--- config.mk ---
export PLATFORM = sky130hd
export DESIGN_NAME = js_button_conditioner
export DESIGN_NICKNAME = d
export VERILOG_FILES = /design/src/rtl/js_button_conditioner_pkg.sv /design/src/rtl/js_button_conditioner_cell.sv /design/src/rtl/js_button_conditioner.sv
export SDC_FILE = /design/constraint.sdc
export NUM_CORES = 1
export LEC_CHECK = 0
export CAP_MARGIN = 40
export CORE_UTILIZATION = 29
export CTS_BUF_LIST = sky130_fd_sc_hd__clkbuf_8 sky130_fd_sc_hd__clkbuf_16
export CTS_CLUSTER_SIZE = 30
export DETAILED_ROUTE_END_ITERATION = 12
export HOLD_SLACK_MARGIN = 0.05
export PLACE_DENSITY_LB_ADDON = 0.1
export REMOVE_ABC_BUFFERS = 1
export SYNTH_ARGS = -nofsm -noshare
export SYNTH_HDL_FRONTEND = slang
export SYNTH_SLANG_ARGS = --single-unit
--- constraint.sdc ---
create_clock -name vga_clk -period 2.21 [get_ports vga_clk]
set_input_delay 0.221 -clock vga_clk [delete_from_list [all_inputs] [get_ports vga_clk]]
set_output_delay 0.221 -clock vga_clk [all_outputs]
set_load 0.02 [all_outputs]
--- src/rtl/js_button_conditioner_pkg.sv ---
// Joystick button conditioner shared definitions.
// Button indices, button count, default debounce length and counter sizing.
package js_button_conditioner_pkg;

    localparam int unsigned BTN_A    = 0;
    localparam int unsigned BTN_B    = 1;
    localparam int unsigned BTN_C    = 2;
    localparam int unsigned BTN_D    = 3;
    localparam int unsigned BTN_F    = 4;
    localparam int unsigned NUM_BTNS = 5;

    // 10 ms at 25 MHz
    localparam int unsigned DEFAULT_DEBOUNCE_CYCLES = 250000;

    function automatic int unsigned cnt_width(input int unsigned n);
        return $clog2(n + 1);
    endfunction

endpackage

--- src/rtl/js_button_conditioner_cell.sv ---
// js_debounce_cell: 2-flop synchronizer, mismatch counter, stable level, press pulse.
// Ports: vga_clk, arst_n, raw_n (async, active-low), level (stable, active-low), pulse.
module js_debounce_cell
    import js_button_conditioner_pkg::*;
#(
    parameter int unsigned DEBOUNCE_CYCLES = DEFAULT_DEBOUNCE_CYCLES
) (
    input  logic vga_clk,
    input  logic arst_n,
    input  logic raw_n,
    output logic level,
    output logic pulse
);

    localparam int unsigned     CW   = cnt_width(DEBOUNCE_CYCLES);
    localparam logic [CW-1:0]   LAST = CW'(DEBOUNCE_CYCLES - 1);

    logic          sync1;
    logic          sync2;
    logic [CW-1:0] cnt;

    // Synchronizer idles at the released level.
    always_ff @(posedge vga_clk or negedge arst_n) begin
        if (!arst_n) begin
            sync1 <= 1'b1;
            sync2 <= 1'b1;
        end else begin
            sync1 <= raw_n;
            sync2 <= sync1;
        end
    end

    // Any cycle agreeing with the stable level restarts the count.
    // A commit to 0 is a press and raises the pulse in the same cycle.
    always_ff @(posedge vga_clk or negedge arst_n) begin
        if (!arst_n) begin
            level <= 1'b1;
            cnt   <= '0;
            pulse <= 1'b0;
        end else begin
            pulse <= 1'b0;
            if (sync2 == level) begin
                cnt <= '0;
            end else if (cnt == LAST) begin
                level <= sync2;
                cnt   <= '0;
                pulse <= ~sync2;
            end else begin
                cnt <= cnt + CW'(1);
            end
        end
    end

endmodule

--- src/rtl/js_button_conditioner.sv ---
// Joystick button conditioner top: one debounce cell per button.
// Ports: vga_clk, arst_n, btn_raw_n[4:0] {f,d,c,b,a}, debounced levels, press pulses.
module js_button_conditioner
    import js_button_conditioner_pkg::*;
#(
    parameter int unsigned DEBOUNCE_CYCLES = DEFAULT_DEBOUNCE_CYCLES
) (
    input  logic                vga_clk,
    input  logic                arst_n,
    input  logic [NUM_BTNS-1:0] btn_raw_n,
    output logic                js_button_a,
    output logic                js_button_b,
    output logic                js_button_c,
    output logic                js_button_d,
    output logic                js_button_f,
    output logic                js_button_f_d,
    output logic [NUM_BTNS-1:0] press_pulse
);

    logic [NUM_BTNS-1:0] level;

    for (genvar i = 0; i < NUM_BTNS; i++) begin : g_cell
        js_debounce_cell #(
            .DEBOUNCE_CYCLES(DEBOUNCE_CYCLES)
        ) u_cell (
            .vga_clk(vga_clk),
            .arst_n (arst_n),
            .raw_n  (btn_raw_n[i]),
            .level  (level[i]),
            .pulse  (press_pulse[i])
        );
    end

    assign js_button_a   = level[BTN_A];
    assign js_button_b   = level[BTN_B];
    assign js_button_c   = level[BTN_C];
    assign js_button_d   = level[BTN_D];
    assign js_button_f   = level[BTN_F];
    assign js_button_f_d = press_pulse[BTN_F];

endmodule
Word-level counts from Yosys, hierarchy flattened
Index checks and enable logic that the tools add are counted.
{"block": "op_classes", "eq_ne": 10, "add_sub_neg": 5, "mux": 20, "n_bitwise": 10, "n_reduce_logical": 5}
{"op": "18-bit two-way mux", "n": 10}
{"op": "18-bit by 1-bit adder with 18-bit output (second input constant)", "n": 5}
{"op": "18-bit == test (second input constant)", "n": 5}
{"op": "1-bit two-way mux", "n": 10}
{"op": "1-bit inverter", "n": 10}
{"op": "2-bit AND reduction", "n": 5}
{"op": "1-bit == test", "n": 5}
{"block": "totals", "reg_bits": 110, "out_inout_bits": 11, "inputBits": 7}

Depth between registers and ports, before layout
Gate-level depths: netlist of run 1.
{"block": "depth", "ltp_word": 3, "ltp_mapped": 6, "depth_no_buf": 5}

Cells and area by module
From an unflattened synthesis of run 1, not the netlist that was laid out.
{"block": "unflattened", "hier_cells": 501, "hier_area_um2": 5306.3}
{"module": "js_debounce_cell", "cells_per_inst": 100, "area_each_um2": 1059.8, "n_inst": 5, "seq_area_each_um2": 554.3}
{"module": "js_button_conditioner", "cells_per_inst": 1, "area_each_um2": 7.5, "n_inst": 1, "seq_area_each_um2": 0.0}

Worst setup path after synthesis of run 1
No wires, ideal clock.
{"block": "synth_timing", "kind": "reg-to-reg", "startpoint": "register g_cell[3].u_cell.cnt[9]", "endpoint": "register g_cell[3].u_cell.level", "period_less_slack_ns": 1.736, "t_required_ns": 2.128, "path_slack_ns": 0.474, "path_stages_with_launch": 4, "arrival_time_ns": 1.653, "path_cell_list": "dfrtp_1 or3_4 or4_4 mux2_4"}
{"block": "synth_between", "elab_chain_cells": 2}
{"item": "start: declaration", "line_no": "js_button_conditioner_cell.sv:20", "text": "logic [CW-1:0] cnt;"}
{"item": "start signal: assignment", "line_no": "js_button_conditioner_cell.sv:49", "text": "cnt <= cnt + CW'(1);"}
{"item": "18-bit == test", "line_no": "js_button_conditioner_cell.sv:44", "text": "end else if (cnt == LAST) begin"}
{"item": "2-bit AND reduction (no line)"}
{"item": "end signal: assignment", "line_no": "js_button_conditioner_cell.sv:45", "text": "level <= sync2;"}
{"item": "end: declaration", "line_no": "js_button_conditioner_cell.sv:11", "text": "output logic level,"}
Every way passes these cells.
A chain may end at the register's enable or synchronous reset.

Final worst setup path of run 1
{"block": "layout_timing", "startpoint": "register g_cell[1].u_cell.cnt[10]", "endpoint": "register g_cell[1].u_cell.level"}
{"block": "layout_between", "elab_chain_cells": 2}
{"item": "start: declaration", "line_no": "js_button_conditioner_cell.sv:20"}
{"item": "start signal: assignment", "line_no": "js_button_conditioner_cell.sv:49"}
{"item": "18-bit == test", "line_no": "js_button_conditioner_cell.sv:44"}
{"item": "2-bit AND reduction (no line)"}
{"item": "end signal: assignment", "line_no": "js_button_conditioner_cell.sv:45"}
{"item": "end: declaration", "line_no": "js_button_conditioner_cell.sv:11"}
Every way passes these cells.

==> parameters.txt, run 1 <==
Parameter                              Value

Critical path
  Worst-case register-to-register setup slack    0.38 ns
  Slowest cell delay on critical path    0.58 ns
  Crit Reg-Reg Endpoint    g_cell[1].u_cell.level
  Start of the worst register-to-register path    g_cell[1].u_cell.cnt[10]
  Largest fanout on the critical path    5
  Cell-by-cell listing of the critical path    nor4_1, nand2_1, or4_4, mux2_4
  Crit path arrival time    2.11 ns
  Standard cell with the maximum stage delay on the critical path    or4_4
  Register-to-Register Path Depth    4
  Crit start category    register
  Crit path kind    reg -> reg
  Data required time at the worst endpoint    2.49 ns
  Worst setup EP type    register

GRT
  Via count of the first global-routing pass    3673
  Number of antenna violations at the first check in global routing    0
  Maximum number of pins on one net before global-route repair    47
  GRT Resource Usage Total    12.53%
  Wire length of the first global-routing pass    18180 um
  Global route total overflow    0

Place
  DP HPWL    7200 um
  Routability Congestion    0.7474
  Buffers on Ports    17
  Minimum setup slack after placement    0.3852 ns

STA
  Relative slew slack    68.47%
  Setup slack after layout    0.3814 ns
  Slew @ Worst Pin    0.4693 ns
  Final clock period utilization by the worst path    82.74%
  Final hold violation count    0
  RSZ-0062 raised after global routing    false
  # setup viols final    0
  Final period demand of the worst path    1.829 ns
  Setup skew after layout    0.003510 ns
  Fmax    546.9 MHz
  Final slew viol count    0
  Setup TNS    0 ns

Yosys
  Average size of a mapped cell    10.31 um2
  Top cells by area, synth    dfrtp_1, xnor2_1, dfstp_2
  Total number of yosys warnings    0
  Top cell type's share of synthesized area    45.12%
  Gate count after technology mapping    511
  Netlist area before placement    5269 um2
  Most area-hungry cell type in the Yosys netlist    dfrtp_1
  Sequential element share of the synthesized area    52.60%
  Seq cells post-synth    110
  Library cells used by synthesis    41

Clock network
  Clock Root Buffer    clkbuf_16
  Sinks on the clock net    110
  Clock tree from TritonCTS    built
  Clk slew on worst S/H paths    0.07 ns
  Cells resized by post-CTS repair    0
  Clock buffer depth    2
  H-Tree Depth    3
  TritonCTS buffer count    9
  Worst-skew pair later-pin latency    0.35 ns
  Post-CTS setup buffer count    0

Detailed routing
  Vias    3701
  Detail-routed via count per cell    4.825
  Residual antenna-violating net count after detailed routing    0
  Detailed Routing Iterations Pass 1    4
  Average wire per standard cell    13.56 um
  Sum of routed wire length over all layers    10400 um
  DRC    0
  Initial detailed-routing violation count    278

Status
  Outcome    finished clean

Layout
  Final net count    549
  Area overhead of the layout relative to synthesis    15.10%
  # fillers    1768
  Flip-flop and latch area    2771 um2
  N_diodes    0
  Share of cells above drive strength 1    10.89%
  Combined area of the multi-input logic cells    2360 um2

Power and ir drop
  Power density over cell area    638.4 nW/um2
  Worst IR drop on VDD    0.3536 mV
  Leakage power    2.381 nW

Floorplan
  Vertical extent of the die    136.8 um
  DIE AREA    18710 um2
  Chip width    136.8 um
  Effective utilization at floorplan    30.04%
  Area inside the core boundary    17540 um2
  I/O pin count    18
  Number of standard-cell rows in the floorplan    48

Hold path
  Type of the tightest min-delay check    in -> reg
  Source of the worst hold timing path    btn_raw_n[0]
  Worst hold path stage count    1
  Endpoint, Worst Hold    g_cell[0].u_cell.sync1

Flow run
  Max-capacitance violation count    0
-- worst max path at each step --
stage / startpoint / endpoint / slack (ns) / depth (start not counted)
floorplan: g_cell[2].u_cell.cnt[0] / g_cell[2].u_cell.cnt[10] / 0.47 / 4
global placement: g_cell[1].u_cell.cnt[10] / g_cell[1].u_cell.level / 0.34 / 4
detailed placement: g_cell[1].u_cell.cnt[10] / g_cell[1].u_cell.level / 0.39 / 4
CTS: g_cell[1].u_cell.cnt[10] / g_cell[1].u_cell.level / 0.37 / 4
global route: g_cell[4].u_cell.cnt[5] / g_cell[4].u_cell.cnt[17] / 0.25 / 4
finish: g_cell[1].u_cell.cnt[10] / g_cell[1].u_cell.level / 0.38 / 4
-- logic make-up (layout without fill, tap and decap cells) --
logic type	after synthesis	after routing	share of synthesized area [%]
buf+inv	29	60	2.612
flops	110	110	52.60
simple gates	261	261	26.10
mux	6	6	1.401
fa+ha+maj	5	5	1.187
compound gates	26	26	3.800
xor+xnor	74	74	12.30
-- what timing repair did --
item,CTS,global route
endpoints found under the setup margin,0,0
hold buffers,1,0
hold endpoints to repair,44,0
-- synthesized netlist by cell type --
cell       n
dfrtp_1   95
nor2_1    91
xnor2_1   51
nand3_1   31
nand4_1   28
nand2_1   25
nor4_1    25
xor2_1    23
dfstp_2   15
nor3_1    15
inv_1     12
a21oi_1   10
and3_1     9
buf_2      8
and4_1     5
buf_4      5
ha_1       5
o31ai_1    5
or4_1      5
clkbuf_1   4
nor4b_1    4
or3_1      4
mux2_1     3
nor3b_1    3
o21ai_0    3
o21ai_1    3
and2_1     2
mux2_4     2
nand4_2    2
nand4b_1   2
nor2b_1    2
nor4b_2    2
o41ai_4    2
or3_4      2
or4_4      2
a41o_1     1
mux2i_1    1
o21ai_2    1
o41ai_1    1
or2_2      1
or3b_1     1
-- layout by cell type, fill, tap and decap left out, types with 4 or more instances in the layout --
cell,synthesis,layout
dfrtp_1,95,95
nor2_1,91,91
xnor2_1,51,51
nand3_1,31,31
nand4_1,28,28
nand2_1,25,25
nor4_1,25,25
xor2_1,23,23
clkdlybuf4s50_1,0,16
nor3_1,15,15
dfstp_2,15,15
inv_1,12,13
buf_4,5,13
a21oi_1,10,10
and3_1,9,9
clkbuf_16,0,9
and4_1,5,5
o31ai_1,5,5
or4_1,5,5
ha_1,5,5
or3_1,4,4
nor4b_1,4,4
-- final cells by class --
cell class	instances	area share [%]
timing repair buffer	32	5.075
multi-input combinational	372	38.91
inverter	12	0.7427
clock inverter	7	1.217
tap	225	4.642
clock buffer	9	3.714
sequential	110	45.70
-- where the power goes --
part | internal [W] | switching, W
Sequential | 0.00205 | 0.0000304
Clock | 0.000886 | 0.000753
Combinational | 0.0000576 | 0.0000935
Total | 0.00299 | 0.000877
-- critical path, delay by kind of cell (launching register included) --
kind             cells  cell delay (ns)
and+or+nand+nor      3             1.03
DFF                  1             0.42
muxes                1             0.31
-- flip-flops by register name (all words and copies together), names as in the netlist --
| name | flops |
|---|---|
| g_cell.u_cell.cnt | 90 |
| g_cell.u_cell.level | 5 |
| g_cell.u_cell.pulse | 5 |
| g_cell.u_cell.sync1 | 5 |
| g_cell.u_cell.sync2 | 5 |
-- metrics by stage --
| stage | utilization (%) | hold WS (ns) | instances | cell area, um2 | power, W |
|---|---|---|---|---|---|
| 2_1_floorplan | - | -0.07459 | 494 | 5176 | 0.002173 |
| 6_report | 34.58 | 0.2672 | 767 | 6065 | 0.003872 |
| 3_5_place_dp | 32.82 | 0.1259 | 750 | 5756 | 0.002276 |
| 3_3_place_gp | 32.82 | 0.1281 | 750 | 5756 | 0.002278 |
| 4_1_cts | 34.58 | 0.2433 | 767 | 6065 | 0.003964 |
| 5_1_grt | 34.58 | 0.2569 | 767 | 6065 | 0.004073 |
-- routing by layer --
layer | vias up | track usage [%] | share of wire [%]
li1 | 1841 | - | -
met1 | 1799 | 16.72 | 50
met2 | 48 | 19.26 | 45
met3 | 13 | 3.148 | 2.9
met4 | 0 | 5.250 | 2.0
met5 | - | 0 | 0
No activity file was read; power rests on OpenSTA's default activity.
==> run 2, diff against run 1 <==
Clock period 2.21 ns to 1.9 ns, I/O delays scaled along.
==> parameters.txt, run 2 (same netlist as run 1, synthesis figures left out) <==
Parameter                              Value

Layout
  Post-route cell area    6256 um2
  Commonest cells after routing, fill and taps aside    dfrtp_1, nor2_1, xnor2_1, nand3_1, buf_4
  Final net count    565
  Max FFs per register    90
  # fillers    1799
  Flip-flop and latch area    2771 um2
  Most frequent standard cell in the layout excluding fill and tap cells    dfrtp_1
  Combined area of the multi-input logic cells    2360 um2
  Largest register by flop count    g_cell.u_cell.cnt
  N_diodes    0
  Share of cells above drive strength 1    13.62%
  Area overhead of the layout relative to synthesis    18.74%

Place
  Routability Congestion    0.7511
  Buffers on Ports    17
  DP HPWL    7528 um
  Placed instance area    5876 um2

Floorplan
  DIE AREA    18710 um2
  Vertical extent of the die    136.8 um
  Effective utilization at floorplan    30.04%
  Area inside the core boundary    17540 um2
  Chip width    136.8 um
  I/O pin count    18
  Number of standard-cell rows in the floorplan    48

Detailed routing
  Detail-routed via count per cell    4.796
  Average wire per standard cell    13.69 um
  Vias    3755
  Detailed Routing Iterations Pass 1    4
  DRC    0
  Sum of routed wire length over all layers    10720 um
  Initial detailed-routing violation count    150
  Residual antenna-violating net count after detailed routing    0

Clock network
  Post-CTS setup buffer count    0
  Clock Root Buffer    clkbuf_16
  Sinks on the clock net    110
  Worst-skew pair later-pin latency    0.35 ns
  TritonCTS buffer count    9
  H-Tree Depth    3
  Clk slew on worst S/H paths    0.08 ns
  Cells resized by post-CTS repair    0
  Clock tree from TritonCTS    built
  Clock buffer depth    2

STA
  Setup TNS    0 ns
  Final clock period utilization by the worst path    92.87%
  Fmax    566.7 MHz
  Final hold slack    0.2300 ns
  Setup skew after layout    0.006894 ns
  Final slew viol count    0
  Final period demand of the worst path    1.765 ns
  RSZ-0062 raised after global routing    false
  # setup viols final    0
  Final hold violation count    0
  Slew @ Worst Pin    0.4994 ns
  Relative slew slack    66.71%

GRT
  Global route total overflow    0
  Wire length of the first global-routing pass    19090 um
  GRT Resource Usage Total    13.10%
  Via count of the first global-routing pass    3802
  Number of antenna violations at the first check in global routing    0
  Maximum number of pins on one net before global-route repair    35

Hold path
  Type of the tightest min-delay check    in -> reg

Critical path
  Crit Reg-Reg Endpoint    g_cell[1].u_cell.level
  Crit start category    register
  Worst setup EP type    register
  Crit path arrival time    2.05 ns
  Worst setup path startpoint    g_cell[1].u_cell.cnt[13]
  Crit path kind    reg -> reg
  Capture point of the worst path    g_cell[1].u_cell.level
  Register-to-Register Path Depth    4
  Data required time at the worst endpoint    2.18 ns
  Start of the worst register-to-register path    g_cell[1].u_cell.cnt[13]
  Largest fanout on the critical path    4
  Worst-case register-to-register setup slack    0.14 ns

Power and ir drop
  Clock share of power    47.2%
  Worst IR drop on VDD    0.5421 mV
  Combinational cell fraction of total power    3.6%
  Net switching power of the design    0.001041 W
  Proportion of power drawn by flip-flops and latches    49.2%
  Cell Int Power    0.003882 W
  Fraction of power spent switching nets    21.14%
  Power density over cell area    786.9 nW/um2
  Leakage power    2.483 nW

Status
  Outcome    finished clean

Flow run
  Max-capacitance violation count    0
run 2: changes by cell type in the layout (fill, tap and decap cells not counted), sizes merged:
cell,before,now
buf,15,31
bufinv,1,4
clkinv,3,1
inv,15,13
clkinvlp,0,1
run 2: layout make-up:
| class | count | area share [%] |
|---|---|---|
| Tap cell | 225 | 4.500 |
| Clock buffer | 9 | 3.600 |
| Timing Repair Buffer | 48 | 6.840 |
| Inverter | 12 | 0.7200 |
| Sequential cell | 110 | 44.30 |
| Multi-Input combinational cell | 372 | 37.72 |
| Clock inverter | 7 | 2.320 |
run 2: what timing repair did:
action | 4_1_cts | 5_1_grt
endpoints found under the hold margin | 29 | 0
setup endpoints to repair | 0 | 0
hold buffers | 1 | 0
run 2: critical path, stage by stage (launching register included):
cell and delay [ns]:
dfrtp_1 0.43, nor4b_2 0.28, nand2_1 0.11, or4_4 0.57, mux2_4 0.31
run 2: worst min path at each step:
stage                                          end  slack [ns]  cells past startpoint         start
final                       g_cell[0].u_cell.sync1        0.23                      1  btn_raw_n[0]
after global routing        g_cell[4].u_cell.sync1        0.21                      1  btn_raw_n[4]
after CTS                   g_cell[0].u_cell.sync1        0.21                      1  btn_raw_n[0]
after detailed placement  g_cell[3].u_cell.cnt[17]        0.20                      1        arst_n
after global placement    g_cell[3].u_cell.cnt[17]        0.19                      1        arst_n
after floorplan            g_cell[0].u_cell.cnt[0]       -0.11                      0        arst_n
run 2: power groups by stage:
stage,Combinational (W),Sequential (W),Clock [W]
floorplan,0.0000707,0.00246,0
global placement,0.000185,0.00247,0
detailed placement,0.000186,0.00247,0
CTS,0.000188,0.00242,0.00243
global route,0.000208,0.00243,0.00251
finish,0.000179,0.00242,0.00232
run 2: stage by stage:
step	std cells	power [W]	util (%)	setup WS (ns)
detailed placement	766	0.002652	33.50	0.1411
finish	783	0.004923	35.67	0.1355
global route	783	0.005148	35.67	0.01621
CTS	783	0.005038	35.67	0.1258
global placement	766	0.002651	33.50	0.1324
floorplan	494	0.002528	-	0.1598
run 2: per-layer routing:
| layer | share of wire, % | global-route usage (%) |
|---|---|---|
| met1 | 50 | 17.36 |
| met2 | 47 | 20.70 |
| met3 | 2.6 | 3.852 |
| met4 | 1.0 | 3.663 |
| met5 | 0 | 0 |
==> run 3, diff against run 2 <==
Settings changed: RECOVER_POWER from default to 100.
==> parameters.txt, run 3 (same netlist as run 1, synthesis figures left out) <==
Parameter                              Value

Critical path
  Number of cells on the critical path    4
  Largest fanout on the critical path    4
  Cell class contributing the biggest share of worst-path delay    simple AND/OR/NAND/NOR gates
  Slowest cell delay on critical path    0.60 ns
  Worst setup EP type    register
  Cell-by-cell listing of the critical path    nor4b_2, nand2_1, or4_1, mux2_4
  Standard cell with the maximum stage delay on the critical path    or4_1
  Crit start category    register
  Worst path buffer plus inverter count    0
  Start of the worst register-to-register path    g_cell[1].u_cell.cnt[13]
  Worst setup path startpoint    g_cell[1].u_cell.cnt[13]
  Crit path arrival time    2.08 ns
  Register-to-Register Path Depth    4
  Data required time at the worst endpoint    2.18 ns
  Crit path kind    reg -> reg

Hold path
  Type of the tightest min-delay check    reg -> reg
  Worst hold path stage count    0
  Source of the worst hold timing path    g_cell[4].u_cell.sync1

Clock network
  H-Tree Depth    3
  Worst-skew pair later-pin latency    0.36 ns
  Clk slew on worst S/H paths    0.08 ns
  Clock tree from TritonCTS    built
  Clock buffer depth    2
  Clock Root Buffer    clkbuf_16
  Sinks on the clock net    110
  TritonCTS buffer count    9

Layout
  Most frequent standard cell in the layout excluding fill and tap cells    dfrtp_1
  Post-route cell area    6195 um2
  Area overhead of the layout relative to synthesis    17.57%
  # fillers    1804
  N_diodes    0
  Commonest cells after routing, fill and taps aside    dfrtp_1, nor2_1, xnor2_1, nand3_1, nand4_1
  Largest register by flop count    g_cell.u_cell.cnt
  Final net count    565
  Count of placed standard cells in the final layout, fillers left out    783
  Max FFs per register    90
  Share of cells above drive strength 1    12.72%

Power and ir drop
  Power density over cell area    792.5 nW/um2
  Worst IR drop on VDD    0.5420 mV
  Leakage power    2.496 nW

STA
  Setup slack after layout    0.1030 ns
  Slew @ Worst Pin    0.8918 ns
  Final hold slack    0.3576 ns
  Final period demand of the worst path    1.797 ns
  Final clock period utilization by the worst path    94.58%
  Final hold violation count    0
  # setup viols final    0
  Setup skew after layout    0.006948 ns
  Fmax    556.5 MHz
  Setup TNS    0 ns
  Relative slew slack    40.55%
  RSZ-0062 raised after global routing    false
  Final slew viol count    0

GRT
  Number of antenna violations at the first check in global routing    0
  GRT Resource Usage Total    13.10%
  Wire length of the first global-routing pass    19090 um
  Maximum number of pins on one net before global-route repair    35
  Global route total overflow    0
  Via count of the first global-routing pass    3802

Floorplan
  Effective utilization at floorplan    30.04%
  DIE AREA    18710 um2
  Area inside the core boundary    17540 um2
  Vertical extent of the die    136.8 um
  I/O pin count    18
  Number of standard-cell rows in the floorplan    48
  Chip width    136.8 um

Place
  Routability Congestion    0.7511
  DP HPWL    7528 um
  Instance count after placement with tap cells included    766
  Minimum setup slack after placement    0.1411 ns
  Placed instance area    5876 um2
  Buffers on Ports    17

Detailed routing
  Detail-routed via count per cell    4.799
  Average wire per standard cell    13.70 um
  Residual antenna-violating net count after detailed routing    0
  Initial detailed-routing violation count    141
  Vias    3758
  DRC    0
  Sum of routed wire length over all layers    10730 um
  Detailed Routing Iterations Pass 1    4

Status
  Outcome    finished clean

Flow run
  Max-capacitance violation count    0
## run 3: cell type report
class	instances	area [um2]	area share, %
sequential	110	2771	44.74
multi-input combinational	372	2356	38.03
timing repair buffer	48	370.4	5.979
tap	225	281.5	4.545
clock buffer	9	225.2	3.636
clock inverter	7	145.1	2.343
inverter	12	45.04	0.7271
## run 3: worst reg2reg max path: stages, from the launching register on
cell and delay [ns]:
dfrtp_1 0.43, nor4b_2 0.28, nand2_1 0.10, or4_1 0.60
mux2_4 0.32
## run 3: final timing paths
path                            slack, ns                  endpoint
worst max-delay path                 0.10    g_cell[1].u_cell.level
worst min-delay path                 0.36    g_cell[4].u_cell.sync2
worst max register to register       0.10    g_cell[1].u_cell.level
worst min register to register       0.36    g_cell[4].u_cell.sync2
max in group asynchronous            0.32    g_cell[0].u_cell.sync2
min in group asynchronous            0.48  g_cell[3].u_cell.cnt[17]
## run 3: layer usage
metal / vias to the layer above / routed length (um) / global-route usage [%]
met5: - / 0 / 0
met4: 0 / 109 / 3.663
met3: 9 / 272 / 3.852
met2: 28 / 4984 / 20.70
met1: 1836 / 5363 / 17.36
li1: 1885 / - / -
## run 3: stage by stage
| stage | total power, W | utilization (%) |
|---|---|---|
| 4_1_cts | 0.005038 | 35.67 |
| 3_5_place_dp | 0.002652 | 33.50 |
| 2_1_floorplan | 0.002528 | - |
| 3_3_place_gp | 0.002651 | 33.50 |
| 6_report | 0.004909 | 35.32 |
| 5_1_grt | 0.005133 | 35.32 |
## run 3: report_power, final
part	switching [W]	total [W]	leakage [nW]	internal [W]
Sequential	0.0000356	0.00242	1.47	0.00239
Clock	0.000895	0.00232	0.176	0.00143
Combinational	0.000110	0.000164	0.848	0.0000544
## run 3: what timing repair did
item                                   CTS  global route
hold buffers                             1             0
buffers inserted                         0             0
resized for setup                        0             0
endpoints found under the hold margin   29             0
